<file path="config.mk">
export PLATFORM = sky130hd
export DESIGN_NAME = uart_tx_fifo
export DESIGN_NICKNAME = d
export VERILOG_FILES = /design/src/rtl/uart_tx_fifo.sv
export SDC_FILE = /design/constraint.sdc
export NUM_CORES = 1
export LEC_CHECK = 0
export BUFFER_PORTS_ARGS = -buffer_cell sky130_fd_sc_hd__buf_2
export CORE_ASPECT_RATIO = 2
export CORE_MARGIN = 2
export CORE_UTILIZATION = 45
export DETAILED_ROUTE_END_ITERATION = 7
export GPL_ROUTABILITY_DRIVEN = 0
export PLACE_DENSITY = 0.7
export SLEW_MARGIN = 20
export SYNTH_ARGS = -nofsm -noshare
export SYNTH_HDL_FRONTEND = slang
export SYNTH_SLANG_ARGS = --single-unit
</file>
<file path="constraint.sdc">
create_clock -name CLK -period 3.3 [get_ports CLK]
set_clock_uncertainty 0.1 [all_clocks]
set_input_delay 0.33 -clock CLK [delete_from_list [all_inputs] [get_ports CLK]]
set_output_delay 0.33 -clock CLK [all_outputs]
set_load 0.05 [all_outputs]
</file>
<file path="src/rtl/uart_tx_fifo.sv">
// uart_tx_fifo: UART transmitter with an internal transmit FIFO.
// Queued words are sent LSB first as frames of
//   start(0), DATA_BITS data, optional parity, STOP_BITS stop(1).
// Frames leave back-to-back while the FIFO holds data.
//
// Ports
//   CLK          system clock, rising edge
//   RST          asynchronous reset, active-high
//   i_TX_DV      write strobe, one entry pushed per cycle while high
//   i_TX_Byte    data word to queue
//   o_Full       FIFO holds FIFO_DEPTH entries
//   o_Empty      FIFO holds no entries
//   o_Count      current FIFO occupancy
//   o_Overflow   one-cycle pulse after a write was dropped (FIFO full)
//   TX           registered serial line, idle high
//   o_TX_Active  high while a frame is on the line
//   o_TX_Done    one-cycle pulse at the end of each frame's last stop bit
module uart_tx_fifo #(
  parameter int CLKS_PER_BIT = 217,
  parameter int DATA_BITS    = 8,
  parameter int PARITY       = 0,
  parameter int STOP_BITS    = 1,
  parameter int FIFO_DEPTH   = 16
) (
  input  logic                          CLK,
  input  logic                          RST,
  input  logic                          i_TX_DV,
  input  logic [DATA_BITS-1:0]          i_TX_Byte,
  output logic                          o_Full,
  output logic                          o_Empty,
  output logic [$clog2(FIFO_DEPTH):0]   o_Count,
  output logic                          o_Overflow,
  output logic                          TX,
  output logic                          o_TX_Active,
  output logic                          o_TX_Done
);

  localparam int AW   = $clog2(FIFO_DEPTH);
  localparam int CNTW = AW + 1;
  localparam int CW   = $clog2(STOP_BITS * CLKS_PER_BIT);
  localparam int BW   = $clog2(DATA_BITS);

  localparam logic [CW-1:0]   BIT_LAST  = CW'(CLKS_PER_BIT - 1);
  localparam logic [CW-1:0]   STOP_LAST = CW'(STOP_BITS * CLKS_PER_BIT - 1);
  localparam logic [BW-1:0]   DATA_LAST = BW'(DATA_BITS - 1);
  localparam logic [CNTW-1:0] DEPTH_CNT = CNTW'(FIFO_DEPTH);

  typedef enum logic [2:0] {
    S_IDLE,
    S_START,
    S_DATA,
    S_PARITY,
    S_STOP
  } state_t;

  // FIFO storage and bookkeeping
  logic [DATA_BITS-1:0] mem_q [FIFO_DEPTH];
  logic [AW-1:0]        wr_ptr_q, wr_ptr_d;
  logic [AW-1:0]        rd_ptr_q, rd_ptr_d;
  logic [CNTW-1:0]      count_q, count_d;
  logic                 ovf_q;

  // Transmitter state
  state_t               state_q;
  logic [CW-1:0]        clk_cnt_q;
  logic [BW-1:0]        bit_idx_q;
  logic [DATA_BITS-1:0] shift_q;
  logic                 parity_q;
  logic                 tx_q;
  logic                 active_q;
  logic                 done_q;

  logic                 push;
  logic                 pop;
  logic                 last_stop;
  logic [DATA_BITS-1:0] head;
  logic                 head_parity;

  assign o_Count     = count_q;
  assign o_Full      = (count_q == DEPTH_CNT);
  assign o_Empty     = (count_q == '0);
  assign o_Overflow  = ovf_q;
  assign TX          = tx_q;
  assign o_TX_Active = active_q;
  assign o_TX_Done   = done_q;

  assign head        = mem_q[rd_ptr_q];
  // Odd mode: parity set when the data holds an even number of ones.
  assign head_parity = (PARITY == 1) ? ~(^head) : (^head);

  // A pop happens on any edge where the transmitter can take a new word:
  // while idle, or on the final cycle of the last stop bit.
  assign last_stop = (state_q == S_STOP) && (clk_cnt_q == STOP_LAST);
  assign pop       = (count_q != '0) && ((state_q == S_IDLE) || last_stop);
  // Full blocks writes even if a pop frees a slot on the same edge.
  assign push      = i_TX_DV && !o_Full;

  always_comb begin
    wr_ptr_d = wr_ptr_q;
    rd_ptr_d = rd_ptr_q;
    count_d  = count_q;
    if (push) wr_ptr_d = wr_ptr_q + AW'(1);
    if (pop)  rd_ptr_d = rd_ptr_q + AW'(1);
    case ({push, pop})
      2'b10:   count_d = count_q + CNTW'(1);
      2'b01:   count_d = count_q - CNTW'(1);
      default: count_d = count_q;
    endcase
  end

  always_ff @(posedge CLK) begin
    if (push) mem_q[wr_ptr_q] <= i_TX_Byte;
  end

  always_ff @(posedge CLK or posedge RST) begin
    if (RST) begin
      wr_ptr_q <= '0;
      rd_ptr_q <= '0;
      count_q  <= '0;
      ovf_q    <= 1'b0;
    end else begin
      wr_ptr_q <= wr_ptr_d;
      rd_ptr_q <= rd_ptr_d;
      count_q  <= count_d;
      ovf_q    <= i_TX_DV && o_Full;
    end
  end

  always_ff @(posedge CLK or posedge RST) begin
    if (RST) begin
      state_q   <= S_IDLE;
      clk_cnt_q <= '0;
      bit_idx_q <= '0;
      shift_q   <= '0;
      parity_q  <= 1'b0;
      tx_q      <= 1'b1;
      active_q  <= 1'b0;
      done_q    <= 1'b0;
    end else begin
      done_q <= 1'b0;
      case (state_q)
        S_IDLE: begin
          tx_q     <= 1'b1;
          active_q <= 1'b0;
          if (pop) begin
            shift_q   <= head;
            parity_q  <= head_parity;
            tx_q      <= 1'b0;
            active_q  <= 1'b1;
            clk_cnt_q <= '0;
            state_q   <= S_START;
          end
        end
        S_START: begin
          if (clk_cnt_q == BIT_LAST) begin
            clk_cnt_q <= '0;
            bit_idx_q <= '0;
            tx_q      <= shift_q[0];
            state_q   <= S_DATA;
          end else begin
            clk_cnt_q <= clk_cnt_q + CW'(1);
          end
        end
        S_DATA: begin
          if (clk_cnt_q == BIT_LAST) begin
            clk_cnt_q <= '0;
            if (bit_idx_q == DATA_LAST) begin
              if (PARITY != 0) begin
                tx_q    <= parity_q;
                state_q <= S_PARITY;
              end else begin
                tx_q    <= 1'b1;
                state_q <= S_STOP;
              end
            end else begin
              // Shift right so the next bit to send always sits at index 1.
              bit_idx_q <= bit_idx_q + BW'(1);
              shift_q   <= shift_q >> 1;
              tx_q      <= shift_q[1];
            end
          end else begin
            clk_cnt_q <= clk_cnt_q + CW'(1);
          end
        end
        S_PARITY: begin
          if (clk_cnt_q == BIT_LAST) begin
            clk_cnt_q <= '0;
            tx_q      <= 1'b1;
            state_q   <= S_STOP;
          end else begin
            clk_cnt_q <= clk_cnt_q + CW'(1);
          end
        end
        S_STOP: begin
          if (last_stop) begin
            done_q    <= 1'b1;
            clk_cnt_q <= '0;
            if (pop) begin
              // Back-to-back: next start bit begins with no idle cycle.
              shift_q  <= head;
              parity_q <= head_parity;
              tx_q     <= 1'b0;
              state_q  <= S_START;
            end else begin
              tx_q     <= 1'b1;
              active_q <= 1'b0;
              state_q  <= S_IDLE;
            end
          end else begin
            clk_cnt_q <= clk_cnt_q + CW'(1);
          end
        end
        default: begin
          tx_q     <= 1'b1;
          active_q <= 1'b0;
          state_q  <= S_IDLE;
        end
      endcase
    end
  end

endmodule

</file>
**Word level (Yosys, flattened, before mapping)**

Memory sizes are Yosys's and may differ from the RTL's.
Cells that the tools add are included.

- Flip-flop bits (word level): 39
- Input bits: 11
- RAM bits: 128
- Output and inout port bits: 11
- Logic and storage cells: 93
- Memories kept: 1

Memory list:

| name | depth | bits a word | read ports | clocked after memory_dff | write ports | RTL line | source |
|---|---|---|---|---|---|---|---|
| mem_q | 16 | 8 | 1 | 0 | 1 | 57 | `logic [DATA_BITS-1:0] mem_q [FIFO_DEPTH];` |

- Reductions and logical operators: 20
- Eq/ne operators: 17
- Mux-type cells: 37
- Bitwise gates (word level): 1
- Add/subtract/negate cells: 6

Operators by type and width:

| cell | count |
|---|---|
| 2-to-1 mux 8 bit | 7 |
| one-hot mux 8 bit (3 select lines) | 2 |
| 2-to-1 mux 3 bit | 9 |
| != test 2 bit, second input constant | 8 |
| one-hot mux 3 bit (5 select lines) | 1 |
| 2-to-1 mux 1 bit | 14 |
| AND reduction 4 bit | 3 |
| one-hot mux 5 bit (2 select lines) | 1 |
| adder 4 x 1 -> 4 bit, second input constant | 2 |
| adder 8 x 1 -> 8 bit, second input constant | 1 |
| equality test 8 bit, second input constant | 1 |
| equality test 3 x 2 -> 1 bit, second input constant | 2 |
| equality test 3 bit, second input constant | 2 |
| one-hot mux 3 bit (2 select lines) | 1 |
| AND reduction 6 bit | 1 |
| nonzero test 3 bit | 2 |
| adder 5 x 1 -> 5 bit, second input constant | 1 |
| equality test 5 bit, second input constant | 1 |
| zero test 5 bit | 1 |
| one-hot mux 1 bit (5 select lines) | 1 |
| nonzero test 5 bit | 1 |
| subtractor 5 x 1 -> 5 bit, second input constant | 1 |
| logical AND 1 bit | 4 |
| nonzero test 2 bit | 2 |
| other kinds (12) | 12 |

**Longest topological paths before layout**

- Depth after elaboration: 7
- Mapped depth: 16
- Depth with buffers taken out: 14

**Worst setup path before layout**

No wires, ideal clock.

- Path kind: register to register
- Start point: register count_q[1] (netlist: o_Count[1])
- End point: register count_q[4] (netlist: o_Count[4])
- Data arrival time: 2.937 ns
- Stages on the path, launching flop included: 15
- Data required time: 3.053 ns
- Path slack: 0.116 ns
- Clock period less this slack: 3.184 ns
- Cells stage by stage: dfrtp_1 > buf_6 > or4_4 > o21ai_2 > a21o_2 > inv_2 > ha_1 > clkbuf_1 > xor2_1 > ha_1 > o211ai_1 > a21oi_1 > a31oi_1 > nor2_1 > xor2_1

- Elaborated cells between the ends (all ways): 11
- Classes of those cells: add/sub: 2; eq/ne: 3; mux: 1; reduce/logical: 5

RTL lines:

| element | RTL line | source |
|---|---|---|
| start, declared | 60 | `logic [CNTW-1:0] count_q, count_d;` |
| start signal, assigned | 124 | `count_q <= count_d;` |
| nonzero test 5 bit (*) | 94 | `assign pop = (count_q != '0) && ((state_q == S_IDLE) \|\| last_stop);` |
| logical AND 1 bit (*) | 94 |  |
| net pop | 74 | `logic pop;` |
| equality test 2 x 1 -> 1 bit / equality test 2 bit (equally long branches) | 104 | `case ({push, pop})` |
| one-hot mux 5 bit (2 select lines) / nonzero test 2 bit (equally long branches) | -- |  |

The timed path passes the listed nets; every way through them passes the cells marked *.
A chain may end at the register's enable or synchronous reset.

**Worst setup path in the final report**

Same ends and word-level chain as after synthesis.

==> flow_metrics.py <==
metrics = {
    "worst_setup_path": {
        "worst_ep_required_time_ns": 3.55,
        "r2r_start": "o_Count[1]",
        "crit_family": "simple AND/OR/NAND/NOR gates",
        "end_kind": "flip-flop",
        "crit_slowest_cell": "or4_4",
        "reg2reg_to": "o_Count[4]",
        "crit_path_max_fanout": 10,
        "crit_buf_inv": 1,
        "cp_data_arrival_time_ns": 3.32,
        "reg2reg_slack_ns": 0.23,
        "critical_path.max_stage_delay_ns": 0.57,
        "worst_r2r_path_depth": 12,
        "crit_path_cell_trace": "or4_4 -> o21ai_2 -> a21o_2 -> inv_2 -> ha_1 -> xor2_1 -> ha_1 -> nor2b_1 -> o21ai_0 -> a31oi_1 -> nor2_1 -> xor2_1",
        "path_class": "flip-flop to flip-flop",
        "crit_path_start_kind": "flip-flop",
    },
    "timing": {
        "max_freq_ghz": 0.325,
        "holdWs_ns": -0.0119,
        "slew_viol_final": 0,
        "tns_ns": 0,
        "fin_crit_ns": 3.07,
        "worst_slew_pin_slew_ns": 0.893,
        "final_hold_viol_count": 22,
        "setup_viol": 0,
        "rsz0062_at_grt": "no",
        "period_share": 0.931,
        "slew_headroom": 0.404,
    },
    "global_route": {
        "first_global_vias": 3993,
        "grt_pass1_wl_um": 22000,
        "antenna_found_initial": 0,
        "grt_max_degree": 37,
        "grt.total_usage": 0.180,
        "overflow": 0,
    },
    "die": {
        "die-height_um": 181,
        "boundaryPins": 22,
        "coreArea_um2": 15300,
        "dieArea_um2": 16800,
        "start_util": 0.461,
        "rows": 64,
        "die_width_um": 92.5,
    },
    "cells_and_area": {
        "final_common_cell": "edfxtp_1",
        "num_antenna_cells": 0,
        "num-nets-final": 507,
        "drive_gt1_frac": 0.248,
        "area_growth_pct": 14.2,
        "layout_common_cells": "edfxtp_1 (128), dfrtp_1 (37), mux4_2 (31), nand2_1 (31), nor2_1 (30)",
    },
    "detailed_routing": {
        "drt-total-wl_um": 14100,
        "drtPass1Iterations": 4,
        "num_vias": 3877,
        "drc": 0,
        "vias_per_cell": 5.59,
        "wl_per_cell_um": 20.3,
        "ant_nets": 0,
        "drt_iter0_markers": 211,
    },
    "clock_tree": {
        "tritoncts": "done",
        "post_cts_buffers": 0,
        "postCtsResizedCells": 0,
        "cts_made_buffers": 17,
        "htree_levels": 4,
        "clkSinkCount": 167,
        "clock-root-buffer": "clkbuf_16",
        "cts_hold_buffers": 0,
        "clk_path_buf_depth": 2,
        "clk_latency_ns": 0.43,
        "clkSlewWorstSetupHoldPaths_ns": 0.07,
    },
    "logic_synthesis": {
        "synth.net_count": 469,
        "synthArstFlopShare": 0.234,
        "yosysUniqueCellTypes": 55,
        "postSynthCellCount": 445,
        "yosysWarnings": 0,
        "synth_area_um2": 7050,
        "synth_seq_cells": 167,
        "synth.avg_cell_area_um2": 15.8,
        "seq_area_frac_synth": 0.684,
        "synth_ff_type": "edfxtp_1",
        "synth-edff-count": 128,
    },
    "place": {
        "dp_hpwl_um": 9500,
        "port_buffers": 21,
    },
    "run_status": {
        "outcome": "finished with violations",
        "violations": "negative hold slack",
    },
    "power_and_ir_drop": {
        "leakage_nw": 2.86,
        "p_per_area_nw_per_um2": 888,
        "vdd_drop_max_v": 0.000350,
        "finalPower_mw": 7.15,
    },
    "flow_run": {
        "cap_violations": 0,
    },
    "hold_path": {
        "hp-class": "input pin to async pin",
    },
}
kinds of logic after synthesis:
group | Yosys count | synth area share
DFF | 167 | 0.684
AOI/OAI and AO/OA | 80 | 0.0736
muxes | 36 | 0.106
adders and majority gates | 13 | 0.0231
buffers and inverters | 36 | 0.0259
and+or+nand+nor | 100 | 0.0715
xor gates and xnor gates | 13 | 0.0161
per-layer routing:
| metal | vias up | track usage | routed length (um) |
|---|---|---|---|
| li1 | 1776 | - | - |
| met1 | 2005 | 0.186 | 5010 |
| met5 | - | 0 | 0 |
| met3 | 27 | 0.0413 | 308 |
| met2 | 69 | 0.335 | 8300 |
| met4 | 0 | 0.0848 | 460 |
how the worst max path moves through the flow:
stage          startpoint    endpoint  slack (ns)  cells after the start
4_1_cts        o_Count[1]  o_Count[4]        0.22                     12
3_3_place_gp   o_Count[1]  o_Count[4]        0.39                     12
2_1_floorplan  o_Count[1]  o_Count[4]        0.12                     14
5_1_grt        o_Count[1]  o_Count[4]        0.04                     12
3_5_place_dp   o_Count[1]  o_Count[4]        0.22                     12
6_report       o_Count[1]  o_Count[4]        0.23                     12
sequential cells by signal (all words and copies together) (netlist names), 3 cells and up:
signal	count
mem_q	128
rd_ptr_q	4
state_q	3
shift_q	8
wr_ptr_q	4
clk_cnt_q	8
bit_idx_q	3
o_Count	5
worst reg2reg max path: stages, from the launching register on:
cell and delay, ns:
dfrtp_1 0.48, or4_4 0.57, o21ai_2 0.16, a21o_2 0.19, inv_2 0.08, ha_1 0.29, xor2_1 0.18, ha_1 0.23
nor2b_1 0.14, o21ai_0 0.19, a31oi_1 0.12, nor2_1 0.13, xor2_1 0.14
through the flow:
| stage | setup WS [ns] | util | cells | hold slack (ns) | area, um2 |
|---|---|---|---|---|---|
| after global routing | 0.0386 | 0.527 | 693 | 0.0668 | 8050 |
| after detailed placement | 0.216 | 0.487 | 662 | 0.387 | 7440 |
| after global placement | 0.385 | 0.487 | 662 | 0.373 | 7440 |
| after CTS | 0.220 | 0.527 | 693 | 0.0277 | 8050 |
| after floorplan | 0.116 | - | 445 | 0.329 | 7050 |
| final | 0.227 | 0.527 | 693 | -0.0119 | 8050 |
final cells by class:
cell class,count,area [um2]
sequential,167,4820
clock buffer,20,437
clock inverter,11,173
tap,198,248
fill,1246,7240
multi-input combinational,242,2050
timing repair buffer,42,275
inverter,13,48.8
report_power, final:
group / total (mW) / switching, mW / internal [mW] / leakage (nW)
logic: 2.22 / 1.27 / 0.943 / 0.931
registers: 2.88 / 0.272 / 2.61 / 1.64
clock network: 2.05 / 0.784 / 1.27 / 0.295
cell usage after synthesis, types with 3 or more instances:
library cell | number | area (um2)
edfxtp_1 | 128 | 3840
dfrtp_1 | 38 | 951
mux4_2 | 31 | 698
nand2_1 | 31 | 116
nor2_1 | 30 | 113
a21oi_1 | 21 | 105
a22oi_1 | 15 | 113
o21ai_0 | 15 | 75.1
ha_1 | 13 | 163
inv_1 | 12 | 45.0
buf_2 | 8 | 40.0
clkbuf_1 | 8 | 30.0
xnor2_1 | 7 | 61.3
o21ai_1 | 6 | 30.0
xor2_1 | 6 | 52.6
a21oi_2 | 5 | 43.8
buf_6 | 5 | 56.3
nand2b_1 | 5 | 31.3
mux2i_1 | 4 | 40.0
nor2b_1 | 4 | 25.0
nor3_1 | 4 | 20.0
and3_1 | 3 | 18.8
nand3_1 | 3 | 15.0
Power figures use the tool's default switching activity.
